`config.mk`:
```
export PLATFORM = sky130hd
export DESIGN_NAME = pico_sw_sequencer
export DESIGN_NICKNAME = d
export VERILOG_FILES = /design/src/rtl/pico_seq_pkg.sv /design/src/rtl/hold_timer.sv /design/src/rtl/pico_sw_sequencer.sv
export SDC_FILE = /design/constraint.sdc
export NUM_CORES = 1
export LEC_CHECK = 0
export ABC_AREA = 1
export BUFFER_PORTS_ARGS = -buffer_cell sky130_fd_sc_hd__buf_2
export CAP_MARGIN = 15
export CORE_AREA = 2 2 113 115
export CTS_CLUSTER_SIZE = 28
export DETAILED_ROUTE_END_ITERATION = 10
export DIE_AREA = 0 0 115 117
export GPL_ROUTABILITY_DRIVEN = 0
export GPL_TIMING_DRIVEN = 0
export PLACE_DENSITY = 0.69
export SLEW_MARGIN = 20
export SYNTH_ARGS = -nofsm -noshare
export SYNTH_HDL_FRONTEND = slang
export SYNTH_SLANG_ARGS = --single-unit
```
`constraint.sdc`:
```
create_clock -name fastclk -period 2.4 [get_ports fastclk]
set_input_delay 0.12 -clock fastclk [delete_from_list [all_inputs] [get_ports fastclk]]
set_output_delay 0.12 -clock fastclk [all_outputs]
set_load 0.005 [all_outputs]
```
`src/rtl/pico_seq_pkg.sv`:
```
// pico_seq_pkg: shared state encoding, default timing constants and sizing helper
package pico_seq_pkg;
   typedef enum logic [2:0] {IDLE, PRES_A, PRES_B, RELEASE, CAPTURE, DONE} state_t;
   localparam int NUM_PAIRS_DEF = 4;
   localparam int A_HOLD_DEF = 50;
   localparam int B_HOLD_DEF = 10;
   localparam int SETTLE_DEF = 40;
   function automatic int max3(input int a, input int b, input int c);
      return (a > b) ? ((a > c) ? a : c) : ((b > c) ? b : c);
   endfunction
endpackage

```
`src/rtl/hold_timer.sv`:
```
// hold_timer: loadable down-counter that pulses expire on the last cycle of a phase
module hold_timer #(
   parameter int W = 8
) (
   input  logic         fastclk,
   input  logic         reset,
   input  logic         load,
   input  logic [W-1:0] val,
   output logic         expire
);
   logic [W-1:0] cnt;
   always_ff @(posedge fastclk)
      if (reset) cnt <= '0;
      else if (load) cnt <= val;
      else if (cnt != '0) cnt <= cnt - 1'b1;
   assign expire = cnt == W'(1);
endmodule

```
`src/rtl/pico_sw_sequencer.sv`:
```
// pico_sw_sequencer: presents A/B operand pairs to a processor over SW and captures LED results
module pico_sw_sequencer
   import pico_seq_pkg::*;
#(
   parameter int NUM_PAIRS = NUM_PAIRS_DEF,
   parameter int A_HOLD = A_HOLD_DEF,
   parameter int B_HOLD = B_HOLD_DEF,
   parameter int SETTLE = SETTLE_DEF,
   localparam int ADDR_W = (NUM_PAIRS > 1) ? $clog2(NUM_PAIRS) : 1
) (
   input  logic              fastclk,
   input  logic              reset,
   input  logic              start,
   input  logic              wr_en,
   input  logic [ADDR_W-1:0] wr_addr,
   input  logic [15:0]       wr_data,
   input  logic [7:0]        LED,
   output logic [7:0]        SW,
   output logic              branch_status,
   output logic              res_valid,
   output logic [7:0]        res_data,
   output logic [ADDR_W-1:0] res_idx,
   output logic              busy,
   output logic              done
);
   localparam int TW = $clog2(max3(A_HOLD, B_HOLD, SETTLE) + 1);
   state_t state, nxt;
   logic [ADDR_W-1:0] idx;
   logic [15:0] cur;
   logic [15:0] tbl [2**ADDR_W];
   logic load, expire, last, wr_ok;
   logic [TW-1:0] lval;
   assign last = idx == ADDR_W'(NUM_PAIRS - 1);
   assign wr_ok = state == IDLE && wr_en && 32'(wr_addr) < NUM_PAIRS;
   assign SW = (state == PRES_A) ? cur[15:8] : (state inside {PRES_B, RELEASE, CAPTURE}) ? cur[7:0] : 8'h00;
   assign branch_status = state inside {PRES_A, RELEASE, CAPTURE};
   assign busy = state != IDLE;
   assign done = state == DONE;
   hold_timer #(.W(TW)) u_timer (
      .fastclk(fastclk),
      .reset(reset),
      .load(load),
      .val(lval),
      .expire(expire)
   );
   always_comb begin
      nxt = state;
      load = 1'b0;
      lval = '0;
      case (state)
         IDLE: if (start) begin
            nxt = PRES_A;
            load = 1'b1;
            lval = TW'(A_HOLD);
         end
         PRES_A: if (expire) begin
            nxt = PRES_B;
            load = 1'b1;
            lval = TW'(B_HOLD);
         end
         PRES_B: if (expire) begin
            nxt = RELEASE;
            load = 1'b1;
            lval = TW'(SETTLE);
         end
         RELEASE: if (expire) nxt = CAPTURE;
         CAPTURE: begin
            nxt = last ? DONE : PRES_A;
            load = !last;
            lval = TW'(A_HOLD);
         end
         default: nxt = IDLE;
      endcase
   end
   // the active pair is copied into cur so a write coinciding with start cannot alter the run
   always_ff @(posedge fastclk) begin
      if (reset) begin
         state <= IDLE;
         idx <= '0;
         cur <= '0;
         res_valid <= 1'b0;
         res_data <= '0;
         res_idx <= '0;
         for (int i = 0; i < 2**ADDR_W; i++) tbl[i] <= 16'h0000;
      end else begin
         state <= nxt;
         res_valid <= state == CAPTURE;
         if (state == CAPTURE) begin
            res_data <= LED;
            res_idx <= idx;
         end
         if (state == IDLE && start) begin
            idx <= '0;
            cur <= tbl[0];
         end
         if (state == CAPTURE && !last) begin
            idx <= idx + 1'b1;
            cur <= tbl[idx + 1'b1];
         end
         if (wr_ok) tbl[wr_addr] <= wr_data;
      end
   end
endmodule

```
==> metrics.cfg <==
[run_status]
status = complete, no violations

[sta]
setup_ws_ps = 256
fmax_mhz = 466
fin_setup_tns_ps = 0
hold_viol = 0
finalCritPeriodShare = 0.893
setup_viol = 0
relSlewSlack = 0.555
slew_violations = 0
clock_skew_ps = 5.82
min_period_ps = 2140
rsz0062_at_grt = no
tightest_slew_ps = 668
hold_ws_ps = 27.9

[global_routing]
grt_pass1_wl_mm = 18.0
grtUsageTotal = 0.175
grt_pass1_vias = 3710
antenna_found_initial = 0
grt_overflow = 0
grt_max_degree = 17

[clock_tree]
clockRootBuffer = clkbuf_16
htree_levels = 3
cts_tree = built
clkTransAtPathRegs_ps = 70
cts_buffers = 9
clk_path_buf_depth = 2
cts.sinks = 102
clock_latency_ps = 350

[place]
dp_cells = 720
portBuffers = 50
place_area_mm2 = 0.00513
dp_slack_ps = 51.3
dpl.hpwl_mm = 8.16

[detailed_routing]
vias_per_cell = 5.09
drt.antenna.violating_nets = 0
drc = 0
firstDrtPassIters = 5
finalWirelength_mm = 10.8
post_drt_wl_per_cell_um = 14.6
drtIter0Drc = 362
vias = 3746

[power]
ir_drop_mv = 0.375
p_leak_nw = 2.19
total_power_mw = 4.19
power_density_mw_per_mm2 = 775

[synth]
yosysWarnings = 0
synth_nets = 552
ys_ff_latch = 102
netlist_area_mm2 = 0.00465
synth_seq_area_share = 0.576
syn_inst = 518
netlist-cell-type-count = 35
synth_area_per_cell_um2 = 8.99

[floorplanning]
pin_count = 52
floorplan.initialDensity = 0.378
fp.dieW_um = 115
rows = 41
dieHeight_um = 117
die_area_mm2 = 0.0135
coreArea_mm2 = 0.0123

[worst_setup_path]
crit_path_end_kind = flip-flop
crit_type = reg2reg
arrival_ps = 2140
start_kind = flip-flop
cp.required_ps = 2400
worstPathMaxFanout = 16

[finish]
nets = 615
final_layout_size_suffix_gt1_frac = 0.172
regArea_mm2 = 0.00268
finalNonFillerCells = 736
areaGrowthSynthToFinish_pct = 16.1
postLayoutCoreUtil = 0.439
multiInputGateArea_mm2 = 0.00166
n_antenna_cell = 0
nFillCells = 1194
final_area_mm2 = 0.00541

[hold_path]
hold_path.class = in2reg

[run]
maxCapViolCount = 0

==> layout by cell type (no fill, tap or decap), drive strengths merged <==
| master | n |
|---|---|
| buf | 65 |
| nand2 | 58 |
| nor4 | 1 |
| inv | 52 |
| dfxtp | 38 |
| o211ai | 8 |
| nand3 | 16 |
| a21oi | 39 |
| nand3b | 2 |
| nor3 | 19 |
| a211oi | 1 |
| xor2 | 4 |
| clkbuf | 24 |
| clkinv | 4 |
| ha | 4 |
| a21boi | 1 |
| nor2 | 106 |
| edfxtp | 64 |
| o21ai | 71 |
| clkinvlp | 3 |
| nand4 | 3 |
| xnor2 | 1 |
| o31ai | 1 |
| o21a | 1 |
==> path summary, 6_finish.rpt <==
kind | startpoint | to | slack, ps | cells past startpoint
setup reg to reg | state[2] | tbl[1][15] | 260 | 7
hold / removal | LED[1] | res_data[1] | 30 | 3
hold reg to reg | cur[10] | cur[10] | 460 | 2
setup / recovery | state[2] | tbl[1][15] | 260 | 7
==> logic make-up (layout without fill, tap and decap cells) <==
family,after synthesis,in the layout,synth area share
flops,102,102,0.576
xor+xnor,5,5,0.00941
fa+ha+maj,4,4,0.0108
compound gates,122,122,0.138
simple gates,205,205,0.194
buf+inv,80,148,0.0715
==> critical path, stage by stage (launching register included) <==
cell and delay (ps):
dfxtp_1 290, buf_2 170, nor2_2 150, nand4_2 210, nor2_2 210, nand2_2 160, buf_2 230, nand2_2 350
==> state kept, by name, indices dropped and copies added, names as in the netlist <==
register and flops:
tbl 64, cur 16, res_data 8, u_timer.cnt 6
state 3, idx 2, res_idx 2, res_valid 1
==> report_power, final <==
part / switching, mW / leakage (nW) / total, mW / internal (mW)
logic: 0.485 / 1.10 / 0.759 / 0.274
clock network: 0.636 / 0.120 / 1.34 / 0.704
registers: 0.0742 / 0.976 / 2.09 / 2.02
==> synth_stat cells (all sizes together) <==
| cell type | n | area share |
|---|---|---|
| edfxtp | 64 | 0.41 |
| nand3 | 16 | 0.020 |
| ha | 4 | 0.011 |
| a21boi | 1 | 0.0016 |
| nor4 | 1 | 0.0013 |
| o21ai | 71 | 0.076 |
| o21a | 1 | 0.0016 |
| nor2 | 106 | 0.091 |
| inv | 51 | 0.041 |
| nor3 | 19 | 0.020 |
| clkinv | 3 | 0.0024 |
| buf | 13 | 0.017 |
| dfxtp | 38 | 0.16 |
| o211ai | 8 | 0.013 |
| xor2 | 4 | 0.0075 |
| nand3b | 2 | 0.0059 |
| xnor2 | 1 | 0.0019 |
| clkbuf | 13 | 0.010 |
| a21oi | 39 | 0.043 |
| o31ai | 1 | 0.0016 |
| nand4 | 3 | 0.0054 |
| nand2 | 58 | 0.050 |
| a211oi | 1 | 0.0016 |
==> what timing repair did <==
item                                    4_1_cts  5_1_grt
endpoints found under the hold margin         0        0
hold buffers                                  0        0
gates resized for setup                       0        2
setup buffers                                 0        0
endpoints found under the setup margin        0       32
==> routing by layer <==
metal | up-vias | share of wire | GRT usage
li1 | 1854 | - | -
met4 | 0 | 0.022 | 0.0699
met1 | 1755 | 0.44 | 0.222
met5 | - | 0 | 0
met3 | 18 | 0.061 | 0.0433
met2 | 119 | 0.48 | 0.291
==> layout make-up <==
| class | count | share of cell area |
|---|---|---|
| Sequential cell | 102 | 0.496 |
| Clock inverter | 5 | 0.00648 |
| Tap cell | 150 | 0.0347 |
| Inverter | 54 | 0.0375 |
| Multi-Input combinational cell | 336 | 0.307 |
| Buffer | 26 | 0.0241 |
| Clock buffer | 11 | 0.0431 |
| Timing Repair Buffer | 52 | 0.0505 |
No activity file was read; power rests on OpenSTA's default activity.
